$ cat src/rtl/eth_rx_frame_reader.sv
// Receives one header + 8-bit AXI-stream payload from an eth_axis_rx-style master and writes it to a byte RAM.
// Optional EtherType filtering is compiled in with `define ETH_RX_TYPE_FILTER_EN.
module eth_rx_frame_reader #(
  parameter int          ADDR_W      = 8,
  parameter logic [15:0] FILTER_TYPE = 16'h0800
) (
  input  logic              clk,
  input  logic              rst,
  input  logic              m_eth_hdr_valid,
  output logic              m_eth_hdr_ready,
  input  logic [47:0]       m_eth_dest_mac,
  input  logic [47:0]       m_eth_src_mac,
  input  logic [15:0]       m_eth_type,
  input  logic [7:0]        m_eth_payload_axis_tdata,
  input  logic              m_eth_payload_axis_tvalid,
  output logic              m_eth_payload_axis_tready,
  input  logic              m_eth_payload_axis_tlast,
  input  logic              m_eth_payload_axis_tuser,
  output logic [ADDR_W-1:0] buf_waddr,
  output logic [7:0]        buf_wdata,
  output logic              buf_wen,
  output logic [47:0]       frame_dest_mac,
  output logic [47:0]       frame_src_mac,
  output logic [15:0]       frame_type,
  output logic [ADDR_W:0]   frame_len,
  output logic              frame_err,
  output logic              valid
);

  localparam logic [ADDR_W:0] CAP = {1'b1, {ADDR_W{1'b0}}};

  typedef enum logic [1:0] {
    WAIT_HDR,
    RECV,
    DROP,
    DONE
  } state_t;

  state_t              r_state;
  logic                r_filt;
  logic [ADDR_W:0]     r_cnt;
  logic                r_err;
  logic                r_valid;
  logic                r_buf_wen;
  logic [ADDR_W-1:0]   r_buf_waddr;
  logic [7:0]          r_buf_wdata;
  logic [47:0]         r_dest_mac;
  logic [47:0]         r_src_mac;
  logic [15:0]         r_type;

  logic                w_hdr_fire;
  logic                w_beat;
  logic                w_full;
  logic                w_type_ok;

  // Counter stops at buffer capacity so frame_len never wraps on oversize frames.
  function automatic logic [ADDR_W:0] sat_inc(input logic [ADDR_W:0] c);
    return (c == CAP) ? c : c + 1'b1;
  endfunction

`ifdef ETH_RX_TYPE_FILTER_EN
  assign w_type_ok = (m_eth_type == FILTER_TYPE);
`else
  assign w_type_ok = 1'b1;
`endif

  assign m_eth_hdr_ready           = (r_state == WAIT_HDR);
  assign m_eth_payload_axis_tready = (r_state == RECV) || (r_state == DROP);

  assign w_hdr_fire = m_eth_hdr_valid & m_eth_hdr_ready;
  assign w_beat     = m_eth_payload_axis_tvalid & m_eth_payload_axis_tready;
  assign w_full     = (r_cnt == CAP);

  always_ff @(posedge clk) begin
    if (rst) begin
      r_state     <= WAIT_HDR;
      r_filt      <= 1'b0;
      r_cnt       <= '0;
      r_err       <= 1'b0;
      r_valid     <= 1'b0;
      r_buf_wen   <= 1'b0;
      r_buf_waddr <= '0;
      r_buf_wdata <= '0;
      r_dest_mac  <= '0;
      r_src_mac   <= '0;
      r_type      <= '0;
    end else begin
      r_buf_wen <= 1'b0;
      r_valid   <= 1'b0;
      case (r_state)
        WAIT_HDR: begin
          if (w_hdr_fire) begin
            if (w_type_ok) begin
              r_dest_mac <= m_eth_dest_mac;
              r_src_mac  <= m_eth_src_mac;
              r_type     <= m_eth_type;
              r_cnt      <= '0;
              r_err      <= 1'b0;
              r_filt     <= 1'b0;
              r_state    <= RECV;
            end else begin
              // Filtered frame: drain payload but leave the previous frame's results visible.
              r_filt  <= 1'b1;
              r_state <= DROP;
            end
          end
        end
        RECV: begin
          if (w_beat) begin
            if (!w_full) begin
              r_buf_wen   <= 1'b1;
              r_buf_waddr <= r_cnt[ADDR_W-1:0];
              r_buf_wdata <= m_eth_payload_axis_tdata;
              r_cnt       <= sat_inc(r_cnt);
              if (m_eth_payload_axis_tlast) begin
                r_err   <= r_err | m_eth_payload_axis_tuser;
                r_valid <= 1'b1;
                r_state <= DONE;
              end
            end else begin
              r_err <= 1'b1;
              if (m_eth_payload_axis_tlast) begin
                r_valid <= 1'b1;
                r_state <= DONE;
              end else begin
                r_state <= DROP;
              end
            end
          end
        end
        DROP: begin
          if (w_beat && m_eth_payload_axis_tlast) begin
            if (r_filt) begin
              r_filt  <= 1'b0;
              r_state <= WAIT_HDR;
            end else begin
              r_err   <= r_err | m_eth_payload_axis_tuser;
              r_valid <= 1'b1;
              r_state <= DONE;
            end
          end
        end
        DONE: begin
          r_state <= WAIT_HDR;
        end
        default: begin
          r_state <= WAIT_HDR;
        end
      endcase
    end
  end

  assign buf_wen        = r_buf_wen;
  assign buf_waddr      = r_buf_waddr;
  assign buf_wdata      = r_buf_wdata;
  assign frame_dest_mac = r_dest_mac;
  assign frame_src_mac  = r_src_mac;
  assign frame_type     = r_type;
  assign frame_len      = r_cnt;
  assign frame_err      = r_err;
  assign valid          = r_valid;

endmodule

$ cat config.mk
export PLATFORM = sky130hd
export DESIGN_NAME = eth_rx_frame_reader
export DESIGN_NICKNAME = d
export VERILOG_FILES = /design/src/rtl/eth_rx_frame_reader.sv
export SDC_FILE = /design/constraint.sdc
export NUM_CORES = 1
export LEC_CHECK = 0
export ABC_AREA = 1
export ABC_CLOCK_PERIOD_IN_PS = 1700
export CAP_MARGIN = 20
export CORE_MARGIN = 2
export CORE_UTILIZATION = 36
export DETAILED_ROUTE_END_ITERATION = 8
export PLACE_DENSITY = 0.85
export SETUP_SLACK_MARGIN = 0.02
export SYNTH_ARGS = -nofsm -noshare
export SYNTH_HDL_FRONTEND = slang
export SYNTH_SLANG_ARGS = --single-unit
$ cat constraint.sdc
create_clock -name clk -period 1.7 [get_ports clk]
set_clock_uncertainty 0.1 [all_clocks]
set_input_delay 0.34 -clock clk [delete_from_list [all_inputs] [get_ports clk]]
set_output_delay 0.34 -clock clk [all_outputs]
set_load 0.05 [all_outputs]
==> key figures, run 1 <==
Synthesis
  • Area leader, netlist: dfxtp_1
  • Commonest cells in the netlist: 262 x nor2_1, 142 x dfxtp_1, 126 x o21ai_0
  • Yosys reg bits: 142
  • Main synth FF type: dfxtp_1
  • Post-Synthesis Net Count: 820
  • Top-area cell type share of the netlist area: 0.5341
  • Most frequent cell after synthesis: nor2_1
  • Synthesized area: 0.005323 sq mm
  • Syn avg cell area: 7.725 sq um
  • Synth warn: 0
  • Top cells by area, synth: dfxtp_1 53%, nor2_1 18%, o21ai_0 12%
  • Post-synthesis sequential area ratio: 0.5341
  • Yosys cell types: 29
  • Share of flip-flops with an asynchronous set or reset: 0
  • Number of cells produced by synthesis: 689
  • Number of enable flip-flop cells after synthesis: 0

Clock network
  • CTS H-tree depth: 4
  • CTS Buf Count: 17
  • Clock root cell: clkbuf_16
  • Clk sinks: 142
  • CTS Hold Bufs: 0
  • Clk slew on worst S/H paths: 0.06 ns
  • CTS tree: built
  • Skew-Pair Late Insertion Delay: 0.41 ns
  • Maximum root-to-sink buffer count: 2

Placement
  • Final HPWL DP: 11830 microns
  • Port bufs: 267
  • Final RePlAce weighted congestion: 0.8662
  • Worst slack at placement: -0.1570 ns

Timing
  • Setup WS post-layout: 0.01137 ns
  • RSZ-0062 raised after global routing: true
  • Final worst path period need: 1.689 ns
  • Hold Vio Cnt, Final: 0
  • Setup TNS: 0 ns
  • Top achievable clock speed: 592.2 MHz
  • Fin crit share: 0.9933
  • Max-slew violations: 0
  • Slew @ Worst Pin: 0.2494 ns
  • Setup violators final: 0
  • Rel. slew slack: 0.8331
  • Worst hold margin: 0.3655 ns

GRT
  • Gr usage total: 0.2035
  • Initial antenna violation count: 1
  • Vias in the first global route: 5133
  • First-pass GRT wire length: 25880 microns
  • Pin count of the biggest net entering global routing: 60
  • GRT overflow: 0

Route
  • Initial DRC count: 281
  • Vias: 5541
  • WL/cell: 14.08 microns
  • DRC: 0
  • Routed Antenna Nets: 0
  • DR vias/cell: 4.720
  • Pre-antenna DRT Iters: 5
  • Total Wirelength: 16530 microns

Power and ir drop
  • Reg power frac: 0.273
  • Design internal power: 9.804 mW
  • Maximum vdd ir drop: 1.151 mV
  • Combinational power share: 0.488
  • Power per cell area: 1875 mW/mm^2
  • Switch Pwr: 7.285 mW
  • Switching Share: 0.4263
  • Power share of the clock group: 0.238
  • Static Leak: 3.954 nW

Setup path
  • Worst path arrival time: 1.25 ns
  • Worst EP required: 1.26 ns
  • CP endpoint kind: primary output
  • Crit path max fanout: 3
  • Crit start category: flip-flop
  • CP Class: flip-flop to primary output

Floorplanning
  • Starting Density: 0.3676
  • Placement Rows: 44
  • Die width: 125.6 microns
  • Core ar.: 0.01448 sq mm
  • Die Footprint: 0.01577 sq mm
  • Boundary Pins: 268
  • Die Y: 125.6 microns

Finish
  • Fraction of layout cells with a size suffix above 1: 0.2599
  • Area grow syn2layout: 71.25%
  • Nets: 1107

Hold path
  • Hold Path Class: flip-flop to flip-flop

Job
  • Number of max-cap violations: 0

Run status
  • Outcome: finished clean
==> area by class of cell <==
cell class / count / area, sq um
Fill cell: 1187 / 5364
Timing Repair Buffer: 310 / 3053
Sequential cell: 142 / 2849
Multi-Input combinational cell: 481 / 2227
Clock buffer: 18 / 439.2
Tap cell: 184 / 230.2
Clock inverter: 14 / 214.0
Inverter: 24 / 100.1
Antenna cell: 1 / 2.502
==> sequential cells by signal, indices dropped and copies added, names as in the netlist <==
signal / count
frame_len: 9
buf_wdata: 8
valid: 1
buf_wen: 1
frame_err: 1
frame_src_mac: 48
frame_dest_mac: 48
frame_type: 16
buf_waddr: 8
r_state: 2
==> final timing paths <==
check             cells past startpoint                        end  slack (ns)  startpoint
setup reg to reg                      8               frame_len[5]        0.08  r_state[0]
hold / removal                        2                  frame_err        0.37   frame_err
setup / recovery                      3  m_eth_payload_axis_tready        0.01  r_state[1]
hold reg to reg                       2                  frame_err        0.37   frame_err
==> worst max-delay path, cell delays in order, from the launching register on <==
cell and delay (ns):
dfxtp_2 0.34, inv_2 0.07, ha_4 0.30, buf_12 0.13
==> power by group through the flow <==
stage / Sequential (mW) / Clock, mW / Combinational (mW)
after floorplan: 7.57 / 0 / 2.33
after global placement: 4.69 / 0 / 7.98
after detailed placement: 4.74 / 0 / 8.08
after CTS: 4.67 / 4.16 / 8.18
after global routing: 4.78 / 4.32 / 8.87
final: 4.67 / 4.07 / 8.35
==> repair_timing <==
item,4_1_cts,5_1_grt
setup buffers,4,6
pin swaps,2,7
gates resized for setup,5,15
setup endpoints to repair,12,19
==> layer usage <==
metal	vias to the layer above	wire [microns]	track usage
met5	-	0	0
met4	0	374	0.07451
met3	28	1315	0.06333
met2	232	8366	0.3463
met1	2496	6472	0.2414
li1	2785	-	-
==> placed cells by master (no fill, tap or decap), drive strengths merged, types with 3 or more instances in the layout <==
cell type,n
nor2,266
buf,185
dfxtp,142
o21ai,130
clkdlybuf4s50,125
nand2,40
inv,24
clkbuf,18
a21oi,16
nand3,15
clkinv,6
bufinv,5
ha,5
nand4,3
clkinvlp,3
==> per-stage QoR <==
stage / cell area (sq um) / power, mW / std cells / util
2_1_floorplan: 5339 / 9.900 / 689 / -
3_3_place_gp: 8335 / 12.67 / 1131 / 0.5757
6_report: 9115 / 17.09 / 1174 / 0.6295
4_1_cts: 9024 / 17.02 / 1167 / 0.6232
3_5_place_dp: 8335 / 12.82 / 1131 / 0.5757
5_1_grt: 9112 / 17.98 / 1173 / 0.6294
==> cell families after synthesis <==
| logic type | after synthesis | share of synthesized area |
|---|---|---|
| AOI/OAI and AO/OA | 149 | 0.1429 |
| xor gates and xnor gates | 1 | 0.001646 |
| adders and majority gates | 5 | 0.01175 |
| buffers and inverters | 66 | 0.05947 |
| DFF | 142 | 0.5341 |
| and+or+nand+nor | 326 | 0.2501 |
Note: power is estimated with default switching activity, not from simulation.
==> run 2, diff against run 1 <==
--- a/config.mk
+++ b/config.mk
@@ -12,7 +12,7 @@
 export CORE_UTILIZATION = 36
 export DETAILED_ROUTE_END_ITERATION = 8
 export PLACE_DENSITY = 0.85
-export SETUP_SLACK_MARGIN = 0.02
+export REMOVE_ABC_BUFFERS = 1
 export SYNTH_ARGS = -nofsm -noshare
 export SYNTH_HDL_FRONTEND = slang
 export SYNTH_SLANG_ARGS = --single-unit
==> run 2 against run 1 <==
First-iteration DRC count is 11% lower; clock power down 8.4%; setup slack improved by 0.0050 ns; maximum frequency increased by 0.30%; hold slack better by 0.017 ns; critical path depth rose by 1; final area down 1.5%; register-to-register slack worse by 0.04 ns; utilization fell by 0.96 points; sequential share of layout area is 0.44 points higher; count of clock-buffer cells in the layout increased by 5; critical path type unchanged; critical endpoint is now m_eth_hdr_ready; largest power group unchanged.
==> key figures, run 2 (synthesis results as in run 1) <==
Clock network
  • Skew-Pair Late Insertion Delay: 0.42 ns (about the same)
  • CTS Buf Count: 17 (unchanged)
  • CTS H-tree depth: 4 (unchanged)
  • Clock root cell: clkbuf_16
  • CTS Hold Bufs: 0 (unchanged)
  • Clk sinks: 142 (unchanged)
  • CTS tree: built
  • Clk slew on worst S/H paths: 0.06 ns (about the same)
  • Maximum root-to-sink buffer count: 2 (unchanged)

Route
  • WL/cell: 14.23 microns (+1.0%)
  • DRC: 0 (unchanged)
  • Total Wirelength: 16560 microns (+0.18%)
  • Routed Antenna Nets: 0 (unchanged)
  • Vias: 5527 (-0.25%)
  • Pre-antenna DRT Iters: 5 (unchanged)
  • DR vias/cell: 4.748 (+0.60%)
  • Initial DRC count: 251 (-11%)

Finish
  • Fraction of layout cells with a size suffix above 1: 0.2469 (-0.01292)
  • Register area: 0.002845 sq mm (-0.13%)
  • Commonest non-fill, non-tap cell in the layout: nor2_1
  • Multi-input logic area: 0.002212 sq mm (-0.67%)
  • Utilization after layout: 0.6199 (-0.009592)
  • Area grow syn2layout: 68.64%
  • Ant. Diodes: 0 (-1)
  • Most frequent cells in the layout: 261 x nor2_1, 142 x buf_4, 140 x dfxtp_1
  • Non-Filler Instances: 1164 (-0.85%)
  • Nets: 1098 (-0.81%)
  • Filler instances: 1228 (+3.5%)

GRT
  • Initial antenna violation count: 0 (-1)
  • Pin count of the biggest net entering global routing: 68 (+13%)
  • Gr usage total: 0.2098 (+0.006342)
  • GRT overflow: 0 (unchanged)
  • First-pass GRT wire length: 26590 microns (+2.7%)
  • Vias in the first global route: 5324 (+3.7%)

Timing
  • Setup violators final: 0 (unchanged)
  • Fin crit share: 0.9903 (-0.002967)
  • Slew @ Worst Pin: 0.2684 ns (+0.01903 ns)
  • Worst hold margin: 0.3822 ns (+0.01669 ns)
  • Top achievable clock speed: 594.0 MHz (+0.30%)
  • Hold Vio Cnt, Final: 0 (unchanged)
  • Final worst path period need: 1.684 ns (-0.005044 ns)
  • Setup TNS: 0 ns (unchanged)
  • Rel. slew slack: 0.8204 (-0.01274)
  • RSZ-0062 raised after global routing: true
  • Max-slew violations: 0 (unchanged)

Floorplanning
  • Placement Rows: 44 (unchanged)
  • Die width: 125.6 microns (unchanged)
  • Boundary Pins: 268 (unchanged)
  • Core ar.: 0.01448 sq mm (unchanged)
  • Die Footprint: 0.01577 sq mm (unchanged)
  • Die Y: 125.6 microns (unchanged)
  • Starting Density: 0.3676 (unchanged)

Setup path
  • CP max-delay cell: dfxtp_2
  • CP endpoint kind: primary output
  • Worst path arrival time: 1.24 ns (about the same)
  • CP Class: flip-flop to primary output
  • Crit start category: flip-flop
  • CP max stage delay: 0.35 ns (about the same)
  • Buffers and inverters on the worst path: 3 (+1)
  • CP cell instances: inv_4 > ha_4 > buf_6 > buf_12
  • Crit path max fanout: 3 (unchanged)
  • Worst EP required: 1.26 ns (about the same)
  • CP delay by family, top: flip-flops

Hold path
  • Hold Path Class: flip-flop to flip-flop

Power and ir drop
  • Power per cell area: 1866 mW/mm^2 (-0.46%)
  • Static Leak: 3.899 nW (-1.4%)
  • Maximum vdd ir drop: 1.570 mV (+36%)

Placement
  • Final RePlAce weighted congestion: 0.8325 (-3.9%)
  • Final HPWL DP: 11970 microns (+1.1%)
  • Dpl cells: 1124 (-0.62%)
  • Port bufs: 267 (unchanged)

Job
  • Number of max-cap violations: 0 (unchanged)

Run status
  • Outcome: finished clean
[run 2: cell types whose count changed in the layout (fill, tap and decap cells not counted), sizes merged]
cell      previous run  this run
buf                185       176
clkbuf              18        23
clkinvlp             3         2
bufinv               5         2
diode                1         0
clkinv               6         5
[run 2: where the power goes]
group / switching (mW) / internal, mW
Combinational: 5.39 / 2.96
Clock: 1.38 / 2.35
Sequential: 0.476 / 4.20
[run 2: worst reg2reg max path, stage by stage (launching register included)]
cell and delay (ns):
dfxtp_2 0.35, inv_4 0.05, ha_4 0.28, buf_4 0.13
nand2_1 0.08, nor2_4 0.14, nand2_8 0.09, inv_8 0.13
o21ai_0 0.11, a21oi_1 0.13
[run 2: final timing paths]
path / slack, ns / cells past startpoint / endpoint / start
setup / recovery: 0.02 / 4 / m_eth_hdr_ready / r_state[1]
hold / removal: 0.38 / 2 / frame_src_mac[46] / frame_src_mac[46]
setup reg to reg: 0.04 / 9 / buf_waddr[0] / r_state[1]
hold reg to reg: 0.38 / 2 / frame_src_mac[46] / frame_src_mac[46]
[run 2: repair_timing]
| action | 4_1_cts | 5_1_grt |
|---|---|---|
| buffers inserted | 7 | 2 |
| gates cloned | 0 | 0 |
| gates resized for setup | 7 | 12 |
| endpoints found under the setup margin | 14 | 17 |
| pin swaps | 2 | 4 |
[run 2: layout make-up]
class / count / area share
flip-flops and latches: 142 / 0.3170
inverters: 24 / 0.01143
repair buffers: 301 / 0.3320
well taps: 184 / 0.02565
clock buffers: 23 / 0.05548
multi-input cells: 481 / 0.2464
clock inverters: 9 / 0.01199
[run 2: per-stage QoR]
| step | power [mW] | area, sq um | setup slack (ns) |
|---|---|---|---|
| final | 16.75 | 8976 | 0.01642 |
| after global routing | 17.60 | 8976 | -0.03242 |
| after CTS | 16.75 | 8925 | 0.01370 |
| after detailed placement | 12.81 | 8253 | -0.1930 |
| after global placement | 12.67 | 8253 | -0.1268 |
| after floorplan | 9.722 | 5101 | -3.258 |
[run 2: layer usage]
metal  vias to the layer above  GRT usage  routed length, microns  part of all wire
li1                       2765          -                       -                 -
met1                      2533     0.2434                    6550              0.40
met2                       204     0.3733                    8464              0.51
met3                        25    0.05563                    1267             0.077
met4                         0    0.07190                     275             0.017
met5                         -          0                       0                 0
==> run 3, diff against run 2 <==
--- a/config.mk
+++ b/config.mk
@@ -6,12 +6,12 @@
 export NUM_CORES = 1
 export LEC_CHECK = 0
 export ABC_AREA = 1
-export ABC_CLOCK_PERIOD_IN_PS = 1700
+export ABC_CLOCK_PERIOD_IN_PS = 1650
 export CAP_MARGIN = 20
 export CORE_MARGIN = 2
-export CORE_UTILIZATION = 36
+export CORE_UTILIZATION = 40
 export DETAILED_ROUTE_END_ITERATION = 8
-export PLACE_DENSITY = 0.85
+export PLACE_DENSITY = 0.89
 export REMOVE_ABC_BUFFERS = 1
 export SYNTH_ARGS = -nofsm -noshare
 export SYNTH_HDL_FRONTEND = slang
==> constraint.sdc (replaced) <==
create_clock -name clk -period 1.65 [get_ports clk]
set_clock_uncertainty 0.1 [all_clocks]
set_input_delay 0.33 -clock clk [delete_from_list [all_inputs] [get_ports clk]]
set_output_delay 0.33 -clock clk [all_outputs]
set_load 0.05 [all_outputs]
==> run 3 against run 2 <==
The flow now finishes with violations (negative setup slack); clock power about the same; sequential share of layout area down 4.3 points; sequential cell count unchanged; setup slack worse by 0.11 ns; register-to-register slack worse by 0.05 ns; count of clock-buffer cells in the layout down 6; hold slack better by 0.0031 ns; critical path type unchanged.
==> key figures, run 3 (synthesis results as in run 1) <==
Timing
  • Hold Vio Cnt, Final: 0 (unchanged)
  • Rel. slew slack: 0.7037 (-0.1167)
  • Setup violators final: 5 (+5)
  • Slew @ Worst Pin: 0.4444 ns (+0.1760 ns)
  • Setup TNS: -0.1485 ns (-0.1485 ns)
  • RSZ-0062 raised after global routing: true
  • Setup WS post-layout: -0.09297 ns (-0.1094 ns)
  • Max-slew violations: 0 (unchanged)
  • Top achievable clock speed: 573.7 MHz
  • Fin crit share: 1.056
  • Final worst path period need: 1.743 ns

Floorplanning
  • Core ar.: 0.01314 sq mm (-9.3%)
  • Die width: 119.4 microns (-5.0%)
  • Die Footprint: 0.01425 sq mm (-9.7%)
  • Starting Density: 0.4051 (+0.03753)
  • Boundary Pins: 268 (unchanged)
  • Die Y: 119.4 microns (-5.0%)
  • Placement Rows: 42 (-4.5%)

Setup path
  • Reg2reg start: r_state[0]
  • Crit path max fanout: 3 (unchanged)
  • Crit start category: flip-flop
  • Worst R2R End: frame_len[3]
  • CP cell instances: inv_2 > ha_4 > buf_6 > buf_12
  • Flop2flop setup slack: -0.01 ns (-0.05 ns)
  • Worst path arrival time: 1.31 ns (+0.07 ns)
  • CP delay by family, top: flip-flops
  • CP endpoint kind: primary output
  • Buffers and inverters on the worst path: 3 (unchanged)
  • CP Class: flip-flop to primary output
  • CP max-delay cell: dfxtp_2
  • Worst EP required: 1.22 ns (-0.04 ns)
  • Reg2Reg Depth: 9 (unchanged)
  • CP max stage delay: 0.34 ns (about the same)

Finish
  • Most frequent cells in the layout: 258 x nor2_1, 140 x dfxtp_1, 139 x buf_12
  • Filler instances: 744 (-39%)
  • Nets: 1103 (+0.46%)
  • Utilization after layout: 0.7906 (+0.1706)
  • Ant. Diodes: 0 (unchanged)
  • Fraction of layout cells with a size suffix above 1: 0.2650 (+0.01804)
  • Area grow syn2layout: 95.13%
  • Commonest non-fill, non-tap cell in the layout: nor2_1

Hold path
  • Hold_sp: frame_src_mac[4]
  • Hold Path Class: flip-flop to flip-flop
  • WHS Path Cells: 2 (unchanged)
  • Hold Path End: frame_src_mac[4]

Clock network
  • Skew-Pair Late Insertion Delay: 0.42 ns (about the same)
  • Clk sinks: 142 (unchanged)
  • CTS tree: built
  • CTS Buf Count: 17 (unchanged)
  • CTS H-tree depth: 4 (unchanged)
  • Clk slew on worst S/H paths: 0.06 ns (about the same)
  • CTS Hold Bufs: 0 (unchanged)
  • Clock root cell: clkbuf_16
  • Maximum root-to-sink buffer count: 2 (unchanged)

GRT
  • Vias in the first global route: 5999 (+13%)
  • First-pass GRT wire length: 30090 microns (+13%)
  • Pin count of the biggest net entering global routing: 113 (+66%)
  • GRT overflow: 0 (unchanged)
  • Gr usage total: 0.2675 (+0.05765)
  • Initial antenna violation count: 0 (unchanged)

Placement
  • Worst slack at placement: -0.2504 ns (-0.05742 ns)
  • Port bufs: 267 (unchanged)
  • Final RePlAce weighted congestion: 0.8921 (+7.2%)
  • Final HPWL DP: 13540 microns (+13%)

Route
  • Total Wirelength: 20060 microns (+21%)
  • DR vias/cell: 5.079 (+7.0%)
  • DRC: 0 (unchanged)
  • Pre-antenna DRT Iters: 5 (unchanged)
  • Routed Antenna Nets: 0 (unchanged)
  • WL/cell: 17.28 microns (+21%)
  • Initial DRC count: 465 (+85%)
  • Vias: 5897 (+6.7%)

Run status
  • Failing checks: negative setup slack
  • Outcome: finished, violations left

Power and ir drop
  • Maximum vdd ir drop: 1.856 mV (+18%)
  • Static Leak: 4.270 nW (+9.5%)
  • Total Power: 19.49 mW (+16%)
  • Power per cell area: 1877 mW/mm^2 (+0.56%)

Job
  • Number of max-cap violations: 0 (unchanged)
==> run 3: cell types whose count changed in the layout (fill, tap and decap cells not counted), moves of 3 or more <==
cell,previous run,this run
clkinv_2,3,7
clkbuf_8,5,0
inv_1,11,8
nand2_2,3,6
o21ai_0,126,121
buf_4,142,37
o21ai_1,3,7
nor2_1,261,258
inv_2,10,13
buf_12,32,139
==> run 3: metrics by stage <==
stage / cells / hold WS (ns) / instance area (sq um)
final: 1161 / 0.3853 / 10390
after detailed placement: 1121 / 0.3763 / 9632
after global routing: 1161 / 0.4097 / 10390
after global placement: 1121 / 0.3653 / 9632
after CTS: 1156 / 0.3895 / 10260
after floorplan: 647 / 0.2991 / 5101
==> run 3: layout make-up <==
type	count	area (sq um)	share of cell area
tap	176	220.2	0.02120
timing repair buffer	305	4373	0.4210
timing repair inverter	1	8.758	0.0008433
clock buffer	17	425.4	0.04096
sequential	142	2845	0.2739
inverter	24	110.1	0.01060
multi-input combinational	481	2257	0.2173
clock inverter	15	146.4	0.01409
==> run 3: how the worst max path moves through the flow <==
stage / depth (start not counted) / startpoint / end
final: 4 / r_state[1] / m_eth_payload_axis_tready
after floorplan: 7 / r_state[1] / frame_len[3]
after CTS: 4 / r_state[1] / m_eth_payload_axis_tready
after global placement: 7 / m_eth_hdr_valid / frame_len[5]
after detailed placement: 7 / m_eth_hdr_valid / frame_len[5]
after global routing: 9 / r_state[0] / frame_len[3]
==> run 3: routing by layer <==
layer,part of all wire,vias to the layer above,track usage
met5,0,-,0
met1,0.35,2745,0.2702
li1,-,2767,-
met3,0.083,82,0.09291
met4,0.049,0,0.1441
met2,0.52,303,0.4817
==> run 3: worst register-to-register path: cells and delay by family, from the launching register on <==
family / cells / cell delay [ns]
AO/OA/AOI/OAI: 1 / 0.15
adder cells (fa/ha/maj): 1 / 0.22
buffers and inverters: 2 / 0.24
flip-flops: 1 / 0.33
AND/OR/NAND/NOR: 5 / 0.56
==> run 3: report_power, final <==
part | switching, mW | internal (mW)
Clock | 1.51 | 2.21
Combinational | 5.81 | 4.71
Sequential | 0.925 | 4.33
Total | 8.24 | 11.2
==> run 3: timing repair <==
action / 4_1_cts / 5_1_grt
gates cloned: 0 / 1
resized for setup: 12 / 29
pin swaps: 2 / 8
endpoints found under the hold margin: 0 / 0
buffers inserted: 3 / 4
setup endpoints to repair: 38 / 26
